## config.mk

```make
export PLATFORM = sky130hd
export DESIGN_NAME = dunit_ctrl
export DESIGN_NICKNAME = d
export VERILOG_FILES = /design/src/rtl/dunit_ctrl.sv
export SDC_FILE = /design/constraint.sdc
export NUM_CORES = 1
export LEC_CHECK = 0
export ABC_CLOCK_PERIOD_IN_PS = 2400
export BUFFER_PORTS_ARGS = -buffer_cell sky130_fd_sc_hd__buf_2
export CAP_MARGIN = 20
export CORE_UTILIZATION = 49
export CTS_CLUSTER_DIAMETER = 40
export DETAILED_ROUTE_END_ITERATION = 8
export PLACE_DENSITY = 0.77
export SLEW_MARGIN = 20
export SYNTH_ARGS = -nofsm -noshare
export SYNTH_HDL_FRONTEND = slang
export SYNTH_SLANG_ARGS = --single-unit
```

## constraint.sdc

```tcl
create_clock -name i_clk -period 2.4 [get_ports i_clk]
set_input_delay 0.24 -clock i_clk [delete_from_list [all_inputs] [get_ports i_clk]]
set_output_delay 0.24 -clock i_clk [all_outputs]
set_load 0.01 [all_outputs]
```

## src/rtl/dunit_ctrl.sv

```systemverilog
// dunit_ctrl: host-link debug controller that loads, runs/steps and dumps the MIPS pipeline.
// Define DUNIT_MEM_DUMP_EN to append a data-memory dump after the register dump.
module dunit_ctrl #(
    parameter int NB_REG      = 32,
    parameter int NB_BYTE     = 8,
    parameter int N_REGS      = 32,
    parameter int RUN_TIMEOUT = 1024,
    parameter int MEM_WORDS   = 16
) (
    input  logic              i_clk,
    input  logic              i_reset,
    input  logic [NB_BYTE-1:0] i_rx_data,
    input  logic              i_rx_valid,
    output logic [NB_BYTE-1:0] o_tx_data,
    output logic              o_tx_valid,
    input  logic              i_tx_ready,
    input  logic              i_halt,
    output logic              o_dunit_clk_en,
    output logic              o_dunit_reset_pc,
    output logic              o_dunit_w_mem,
    output logic [NB_REG-1:0] o_dunit_addr,
    output logic [NB_REG-1:0] o_dunit_data_if,
    input  logic [NB_REG-1:0] i_dunit_reg,
    input  logic [NB_REG-1:0] i_dunit_mem_data,
    output logic [3:0]        o_state
);

    localparam int BPW = NB_REG / NB_BYTE;
    localparam int BW  = $clog2(BPW);
    localparam int IW  = $clog2((N_REGS > MEM_WORDS) ? N_REGS : MEM_WORDS) + 1;

    localparam logic [BW-1:0] LAST_BYTE = BW'(BPW - 1);
    localparam logic [IW-1:0] LAST_REG  = IW'(N_REGS - 1);
    localparam logic [15:0]   RUN_LAST  = 16'(RUN_TIMEOUT - 1);

    localparam logic [NB_BYTE-1:0] CMD_LOAD = NB_BYTE'(8'h4C);
    localparam logic [NB_BYTE-1:0] CMD_CONT = NB_BYTE'(8'h43);
    localparam logic [NB_BYTE-1:0] CMD_STEP = NB_BYTE'(8'h53);
    localparam logic [NB_BYTE-1:0] CMD_RPC  = NB_BYTE'(8'h52);
    localparam logic [NB_BYTE-1:0] ACK      = NB_BYTE'(8'h4B);
    localparam logic [NB_BYTE-1:0] ST_HALT  = NB_BYTE'(8'h48);
    localparam logic [NB_BYTE-1:0] ST_TMO   = NB_BYTE'(8'h54);
    localparam logic [NB_BYTE-1:0] ST_STEP  = NB_BYTE'(8'h53);

    typedef enum logic [3:0] {
        IDLE        = 4'd0,
        LD_CNT      = 4'd1,
        LD_BYTE     = 4'd2,
        LD_WRITE    = 4'd3,
        RUN         = 4'd4,
        STEP        = 4'd5,
        DUMP_ADDR   = 4'd6,
        DUMP_WAIT   = 4'd7,
        DUMP_SEND   = 4'd8,
        SEND_ACK    = 4'd9,
        SEND_STATUS = 4'd10,
        RST_PC      = 4'd11
    } state_t;

    state_t              state;
    logic [NB_BYTE-1:0]  tx_data;
    logic                tx_valid;
    logic                clk_en;
    logic                reset_pc;
    logic                w_mem;
    logic [NB_REG-1:0]   addr;
    logic [NB_REG-1:0]   data_if;
    logic [NB_BYTE-1:0]  n_words;
    logic [NB_BYTE-1:0]  word_idx;
    logic [BW-1:0]       byte_idx;
    logic [15:0]         run_cnt;
    logic [IW-1:0]       dump_idx;
    logic [NB_REG-1:0]   dump_word;
    logic [NB_REG-1:0]   dump_src;
    logic                last_item;
    logic                more_mem;

`ifdef DUNIT_MEM_DUMP_EN
    localparam logic [IW-1:0] LAST_MEM = IW'(MEM_WORDS - 1);
    logic dump_mem;

    assign dump_src  = dump_mem ? i_dunit_mem_data : i_dunit_reg;
    assign last_item = dump_mem ? (dump_idx == LAST_MEM) : (dump_idx == LAST_REG);
    assign more_mem  = ~dump_mem;
`else
    logic unused_mem;

    assign dump_src   = i_dunit_reg;
    assign last_item  = (dump_idx == LAST_REG);
    assign more_mem   = 1'b0;
    assign unused_mem = ^i_dunit_mem_data;
`endif

    always_ff @(posedge i_clk or negedge i_reset) begin
        if (!i_reset) begin
            state     <= IDLE;
            tx_data   <= '0;
            tx_valid  <= 1'b0;
            clk_en    <= 1'b0;
            reset_pc  <= 1'b0;
            w_mem     <= 1'b0;
            addr      <= '0;
            data_if   <= '0;
            n_words   <= '0;
            word_idx  <= '0;
            byte_idx  <= '0;
            run_cnt   <= '0;
            dump_idx  <= '0;
            dump_word <= '0;
`ifdef DUNIT_MEM_DUMP_EN
            dump_mem  <= 1'b0;
`endif
        end else begin
            case (state)
                IDLE: begin
                    if (i_rx_valid) begin
                        case (i_rx_data)
                            CMD_LOAD: begin
                                reset_pc <= 1'b1;
                                state    <= LD_CNT;
                            end
                            CMD_CONT: begin
                                clk_en  <= 1'b1;
                                run_cnt <= '0;
                                state   <= RUN;
                            end
                            CMD_STEP: begin
                                clk_en <= 1'b1;
                                state  <= STEP;
                            end
                            CMD_RPC: begin
                                reset_pc <= 1'b1;
                                state    <= RST_PC;
                            end
                            default: ;
                        endcase
                    end
                end
                RST_PC: begin
                    reset_pc <= 1'b0;
                    tx_data  <= ACK;
                    tx_valid <= 1'b1;
                    state    <= SEND_ACK;
                end
                LD_CNT: begin
                    if (i_rx_valid) begin
                        n_words  <= i_rx_data;
                        word_idx <= '0;
                        byte_idx <= '0;
                        if (i_rx_data == '0) begin
                            reset_pc <= 1'b0;
                            tx_data  <= ACK;
                            tx_valid <= 1'b1;
                            state    <= SEND_ACK;
                        end else begin
                            state <= LD_BYTE;
                        end
                    end
                end
                LD_BYTE: begin
                    if (i_rx_valid) begin
                        data_if <= {data_if[NB_REG-NB_BYTE-1:0], i_rx_data};
                        if (byte_idx == LAST_BYTE) begin
                            w_mem <= 1'b1;
                            addr  <= NB_REG'({word_idx, 2'b00});
                            state <= LD_WRITE;
                        end else begin
                            byte_idx <= byte_idx + BW'(1);
                        end
                    end
                end
                LD_WRITE: begin
                    w_mem <= 1'b0;
                    if (word_idx == n_words - NB_BYTE'(1)) begin
                        reset_pc <= 1'b0;
                        tx_data  <= ACK;
                        tx_valid <= 1'b1;
                        state    <= SEND_ACK;
                    end else begin
                        word_idx <= word_idx + NB_BYTE'(1);
                        byte_idx <= '0;
                        state    <= LD_BYTE;
                    end
                end
                RUN: begin
                    if (i_halt) begin
                        clk_en   <= 1'b0;
                        tx_data  <= ST_HALT;
                        tx_valid <= 1'b1;
                        state    <= SEND_STATUS;
                    end else if (run_cnt == RUN_LAST) begin
                        clk_en   <= 1'b0;
                        tx_data  <= ST_TMO;
                        tx_valid <= 1'b1;
                        state    <= SEND_STATUS;
                    end else begin
                        run_cnt <= run_cnt + 16'd1;
                    end
                end
                STEP: begin
                    clk_en   <= 1'b0;
                    tx_data  <= ST_STEP;
                    tx_valid <= 1'b1;
                    state    <= SEND_STATUS;
                end
                SEND_ACK: begin
                    if (i_tx_ready) begin
                        tx_valid <= 1'b0;
                        state    <= IDLE;
                    end
                end
                SEND_STATUS: begin
                    if (i_tx_ready) begin
                        tx_valid <= 1'b0;
                        dump_idx <= '0;
                        addr     <= '0;
`ifdef DUNIT_MEM_DUMP_EN
                        dump_mem <= 1'b0;
`endif
                        state    <= DUMP_ADDR;
                    end
                end
                DUMP_ADDR: state <= DUMP_WAIT;
                DUMP_WAIT: begin
                    dump_word <= dump_src;
                    tx_data   <= dump_src[NB_REG-1 -: NB_BYTE];
                    tx_valid  <= 1'b1;
                    byte_idx  <= '0;
                    state     <= DUMP_SEND;
                end
                DUMP_SEND: begin
                    // bytes go out back-to-back; dump_word shifts so the next byte is always at the top
                    if (i_tx_ready) begin
                        if (byte_idx == LAST_BYTE) begin
                            tx_valid <= 1'b0;
                            if (!last_item) begin
                                dump_idx <= dump_idx + IW'(1);
                                addr     <= NB_REG'(dump_idx + IW'(1));
                                state    <= DUMP_ADDR;
                            end else if (more_mem) begin
                                dump_idx <= '0;
                                addr     <= '0;
`ifdef DUNIT_MEM_DUMP_EN
                                dump_mem <= 1'b1;
`endif
                                state    <= DUMP_ADDR;
                            end else begin
                                addr  <= '0;
                                state <= IDLE;
                            end
                        end else begin
                            byte_idx  <= byte_idx + BW'(1);
                            tx_data   <= dump_word[NB_REG-NB_BYTE-1 -: NB_BYTE];
                            dump_word <= dump_word << NB_BYTE;
                        end
                    end
                end
                default: state <= IDLE;
            endcase
        end
    end

    // halt must stop the pipeline in the very cycle it is observed, so it gates the registered enable
    assign o_dunit_clk_en   = clk_en & ~((state == RUN) & i_halt);
    assign o_tx_data        = tx_data;
    assign o_tx_valid       = tx_valid;
    assign o_dunit_reset_pc = reset_pc;
    assign o_dunit_w_mem    = w_mem;
    assign o_dunit_addr     = addr;
    assign o_dunit_data_if  = data_if;
    assign o_state          = state;

endmodule
```

==> results.yml, run 1 <==
finish:
  multi_input_area_um2: 3200
  areaGrowthSynthToFinish_pct: 28.0
  fillers: 1089
  regArea_um2: 3050
  diodes: 0
  most-common-layout-cells: "177 x nand2_1, 122 x dfrtp_1, 101 x buf_2"
  nets: 946
  drive_gt1_share_pct: 27.3
  final_common_cell: "nand2_1"
setup_path:
  worstSetupStartpointType: "register"
  crit_arrival_ns: 2.86
  cp.required_ns: 2.74
  r2r_slack_ns: -0.13
  cp-startpoint: "n_words[0]$_DFFE_PN0P_"
  worstRegToRegCells: 10
  endpoint: "word_idx[7]$_DFFE_PN0P_"
  r2r-start: "n_words[0]$_DFFE_PN0P_"
  r2r_end: "word_idx[7]$_DFFE_PN0P_"
  end_kind: "register"
  crit_type: "reg -> reg"
  cp_max_fo: 7
synth:
  ys_async_sr_fraction_pct: 100
  ys.flop_type: "dfrtp_1"
  synthesis.area_um2: 6390
  yosys_warnings: 0
  synth_top_area_share_pct: 47.8
  ys_seq_area_share_pct: 47.8
  yosys.cell_types.count: 68
  yosysTopAreaCell: "dfrtp_1"
  synthCells: 716
  synth_area_leaders: "dfrtp_1 48%, nand2_1 10%, o21ai_0 5.2%, mux2i_1 3.4%, buf_4 2.7%"
  synth_seq_cells: 122
  synth_edf_count: 0
  syn_area_per_cell_um2: 8.93
routing:
  wl_per_cell_um: 15.9
  wl_mm: 16.7
  via_per_inst: 5.50
  drt_pass1_iterations: 5
  route.vias.total: 5771
  ant_nets: 0
  drtIter0Drc: 417
  drc_errors: 0
floorplan:
  coreArea_um2: 12700
  dieArea_um2: 13500
  ios: 157
  fp.dieH_um: 116
  rows: 41
  die_x_um: 116
  start_util_pct: 50.4
placed_design:
  gp_congestion: 0.920
  hpwl_mm: 11.4
  port_buffers: 102
  pre_cts_slack_ns: -0.165
clocking:
  cts_buffers: 17
  root_buffer: "clkbuf_16"
  htreeDepth: 4
  clk_pin_slew_ns: 0.05
  cts_buffer_depth: 2
  clkSinkCount: 122
  cts_tree: "yes"
  insertion_delay_ns: 0.42
timing:
  rsz0062_at_grt: "true"
  hold_ws_ns: 0.0432
  drv_slew: 0
  fmax_mhz: 396
  setup_viol: 14
  fin_crit_sh_pct: 105
  worst-slew-pin-transition_ns: 0.507
  final.setup.worst_slack_ns: -0.125
  min_period_ns: 2.53
  slew_headroom_pct: 66.1
  hold_viol: 0
  final.setup_skew_ns: 0.00719
outcome:
  violations: "negative setup slack"
  status: "finished, violations left"
global_route:
  grt_start_max_net_pins: 50
  grt_pass1_wl_mm: 26.9
  grt_pass1_vias: 5605
  track_usage_pct: 25.9
  antenna_found_initial: 0
  gr-total-overflow: 0
power:
  leakagePower_uw: 0.00396
  fin_total_pwr_uw: 9710
  ir_drop_mv: 0.604
  power_density_nw_per_um2: 1190
job:
  maxCapViolations: 0
hold_path:
  hp-class: "in -> reg"
==> report_power, final <==
group          switching (uW)  total [uW]  leakage, uW  internal [uW]
registers                 556        3220      0.00159           2660
logic                    2210        3910      0.00208           1710
clock network             909        2580     0.000290           1670
total                    3670        9710      0.00396           6040
==> state kept, by name (all words and copies together) (netlist names), 2 cells and up <==
register	flops
n_words	8
run_cnt	16
o_state	4
o_dunit_addr	10
o_tx_data	8
dump_idx	6
dump_word	24
o_dunit_data_if	32
word_idx	8
byte_idx	2
==> what timing repair did <==
action                     in CTS  in global routing
setup buffers                   8                  2
hold endpoints to repair       23                  0
pin swaps                      11                  8
setup endpoints to repair      24                 26
resized for setup              22                  8
hold buffers                    1                  0
==> cells in the mapped netlist (all sizes together) (2+ instances only) <==
master     n
nand2    177
dfrtp    122
o21ai     67
nor2      38
buf       32
a21oi     31
clkbuf    26
mux2i     22
inv       15
nand3     15
a22o      14
nand2b    11
a31oi     10
mux2      10
and3       9
nor3       9
o31ai      9
xnor2      7
a22oi      6
xor2       6
ha         5
nand4      5
o211ai     5
o22ai      5
a211oi     4
nor2b      4
nor4       4
or4        4
a2bb2oi    3
or2        3
or3b       3
a32oi      2
a41oi      2
and2       2
and4       2
nor3b      2
nor4b      2
o41ai      2
or3        2
==> critical path, cell delays in order, from the launching register on <==
cell and delay (ns):
dfrtp_1 0.40, inv_2 0.09, ha_4 0.13, or3b_4 0.38, o31a_1 0.25, o2111ai_2 0.23, a211oi_4 0.05, buf_6 0.15
buf_6 0.13, or4_1 0.47, a21oi_1 0.15
==> worst min path at each step <==
| stage | start | endpoint | cells after the start |
|---|---|---|---|
| 2_1_floorplan | i_reset | byte_idx[0]$_DFFE_PN0P_ | 0 |
| 6_report | i_dunit_reg[5] | dump_word[5]$_DFFE_PN0P_ | 2 |
| 5_1_grt | i_dunit_reg[5] | dump_word[5]$_DFFE_PN0P_ | 2 |
| 3_5_place_dp | i_reset | o_dunit_data_if[18]$_DFFE_PN0P_ | 1 |
| 4_1_cts | i_dunit_reg[2] | dump_word[2]$_DFFE_PN0P_ | 2 |
| 3_3_place_gp | i_reset | o_dunit_data_if[18]$_DFFE_PN0P_ | 1 |
==> routing by layer <==
layer,wire (um),vias up,global-route usage [%]
li1,-,2753,-
met1,7270,2756,32.3
met2,8110,226,43.6
met3,996,36,6.80
met4,349,0,9.15
met5,0,-,0
==> per-stage QoR <==
step / TNS, ns / std cells / cell area [um2] / util [%]
2_1_floorplan: -0.136 / 737 / 6500 / -
3_3_place_gp: -0.999 / 1006 / 7350 / 58.0
3_5_place_dp: -1.68 / 1006 / 7350 / 58.0
4_1_cts: -1.02 / 1047 / 8130 / 64.2
5_1_grt: -2.24 / 1049 / 8180 / 64.6
6_report: -1.15 / 1049 / 8180 / 64.6
==> cell families after synthesis <==
logic type	share of synthesized area, %
AO/OA/AOI/OAI	17.6
XOR/XNOR	1.78
adder cells (fa/ha/maj)	0.979
buffers and inverters	5.83
flip-flops	47.8
multiplexers	5.21
other	0.0587
AND/OR/NAND/NOR	20.7
==> cell type report <==
cell class,instances,area share [%]
Clock buffer,19,5.54
Clock inverter,13,1.84
Inverter,15,0.688
Multi-Input combinational cell,542,39.1
Sequential cell,122,37.3
Tap cell,172,2.63
Timing Repair Buffer,166,12.9
No activity file was read; power rests on OpenSTA's default activity.
==> inputs of run 2 (changes only) <==
Settings changed: BUFFER_PORTS_ARGS -buffer_cell sky130_fd_sc_hd__buf_2 to -buffer_cell sky130_fd_sc_hd__buf_4.
==> results.yml, run 2 (synthesis results as in run 1) <==
placed_design:
  port_buffers: 102
  gp_congestion: 0.931
  place_inst: 993
  pre_cts_slack_ns: -0.180
  hpwl_mm: 11.6
finish:
  fin_util_pct: 65.7
  areaGrowthSynthToFinish_pct: 30.3
  diodes: 0
  nets: 933
  final_common_cell: "nand2_1"
  drive_gt1_share_pct: 27.1
  largest_register_ffs: 32
  layout.cells.non_filler: 1036
  most-common-layout-cells: "177 x nand2_1, 144 x buf_4, 120 x dfrtp_1"
clocking:
  insertion_delay_ns: 0.41
  clk_pin_slew_ns: 0.05
  cts_tree: "yes"
  cts_buffer_depth: 2
  clkSinkCount: 122
  cts_buffers: 17
  htreeDepth: 4
  root_buffer: "clkbuf_16"
hold_path:
  hp-class: "in -> reg"
setup_path:
  r2r_slack_ns: -0.17
  crit_arrival_ns: 2.86
  cp.required_ns: 2.70
  end_kind: "register"
  crit_type: "reg -> reg"
  worstSetupStartpointType: "register"
  cp_max_fo: 4
outcome:
  violations: "negative setup slack"
  status: "finished, violations left"
floorplan:
  fp.dieH_um: 116
  rows: 41
  start_util_pct: 50.4
  dieArea_um2: 13500
  ios: 157
  die_x_um: 116
  coreArea_um2: 12700
timing:
  final.setup.worst_slack_ns: -0.167
  min_period_ns: 2.57
  worst-slew-pin-transition_ns: 0.608
  setup_viol: 18
  hold_viol: 0
  slew_headroom_pct: 59.3
  fmax_mhz: 390
  drv_slew: 0
  setup_tns_ns: -1.85
  hold_ws_ns: 0.0460
  final.setup_skew_ns: 0.00841
  fin_crit_sh_pct: 107
  rsz0062_at_grt: "true"
global_route:
  grt_pass1_vias: 5696
  grt_start_max_net_pins: 48
  grt_pass1_wl_mm: 27.1
  gr-total-overflow: 0
  track_usage_pct: 25.7
  antenna_found_initial: 0
power:
  power_density_nw_per_um2: 1170
  ir_drop_mv: 0.543
  leakagePower_uw: 0.00393
routing:
  wl_mm: 16.5
  wl_per_cell_um: 15.9
  drt_pass1_iterations: 6
  drtIter0Drc: 394
  route.vias.total: 5832
  ant_nets: 0
  drc_errors: 0
  via_per_inst: 5.63
job:
  maxCapViolations: 0
[run 2: changes by cell type in the layout (fill, tap and decap cells not counted), sizes merged]
| cell | before | now |
|---|---|---|
| buf | 165 | 152 |
| bufinv | 3 | 1 |
| clkbuf | 19 | 26 |
| clkinv | 6 | 3 |
| clkinvlp | 4 | 2 |
[run 2: area by class of cell]
type | count | area [um2]
inverters | 15 | 56.3
clock buffers | 26 | 519
flip-flops and latches | 122 | 3060
multi-input cells | 542 | 3230
fillers | 996 | 4340
repair buffers | 153 | 1200
well taps | 172 | 215
clock inverters | 6 | 60.1
[run 2: report_power, final]
part           internal, uW  leakage (uW)  switching, uW  total (uW)
combinational          1840       0.00206           2190        4030
clock                  1580      0.000282            863        2440
sequential             2670       0.00159            575        3240
total                  6090       0.00393           3620        9710
[run 2: what timing repair did]
| action | CTS | global route |
|---|---|---|
| setup buffers | 8 | 4 |
| gates resized for setup | 17 | 18 |
| hold buffers | 1 | 0 |
| pin swaps | 9 | 12 |
| setup endpoints to repair | 23 | 24 |
| endpoints found under the hold margin | 42 | 0 |
[run 2: worst max-delay path, cell delays in order (launching register included)]
cell,delay (ns)
dfrtp_1,0.42
inv_2,0.10
ha_4,0.14
or3b_4,0.40
o31a_1,0.26
o2111ai_2,0.22
a211oi_4,0.05
buf_6,0.15
buf_4,0.13
o211ai_1,0.21
mux2_2,0.37
[run 2: through the flow]
stage	area, um2	total power, uW
after CTS	8240	9600
after detailed placement	7490	6870
final	8330	9710
after global routing	8330	10300
after floorplan	6500	5400
after global placement	7490	6740
[run 2: routing by layer]
| metal | part of all wire, % | GRT usage (%) | wire [um] |
|---|---|---|---|
| met3 | 7.2 | 7.06 | 1190 |
| met4 | 2.2 | 9.06 | 362 |
| met2 | 48 | 42.5 | 8000 |
| met1 | 42 | 32.6 | 6970 |
| met5 | 0 | 0 | 0 |
[run 2: final timing paths]
check	end	start	cells past startpoint
min in group asynchronous	o_dunit_data_if[18]$_DFFE_PN0P_	i_reset	2
max reg2reg	o_dunit_reset_pc$_DFFE_PN0P_	n_words[1]$_DFFE_PN0P_	10
min	dump_word[4]$_DFFE_PN0P_	i_dunit_reg[4]	2
max	o_dunit_reset_pc$_DFFE_PN0P_	n_words[1]$_DFFE_PN0P_	10
min reg2reg	o_dunit_data_if[24]$_DFFE_PN0P_	o_dunit_data_if[24]$_DFFE_PN0P_	2
max in group asynchronous	o_dunit_data_if[19]$_DFFE_PN0P_	i_reset	3
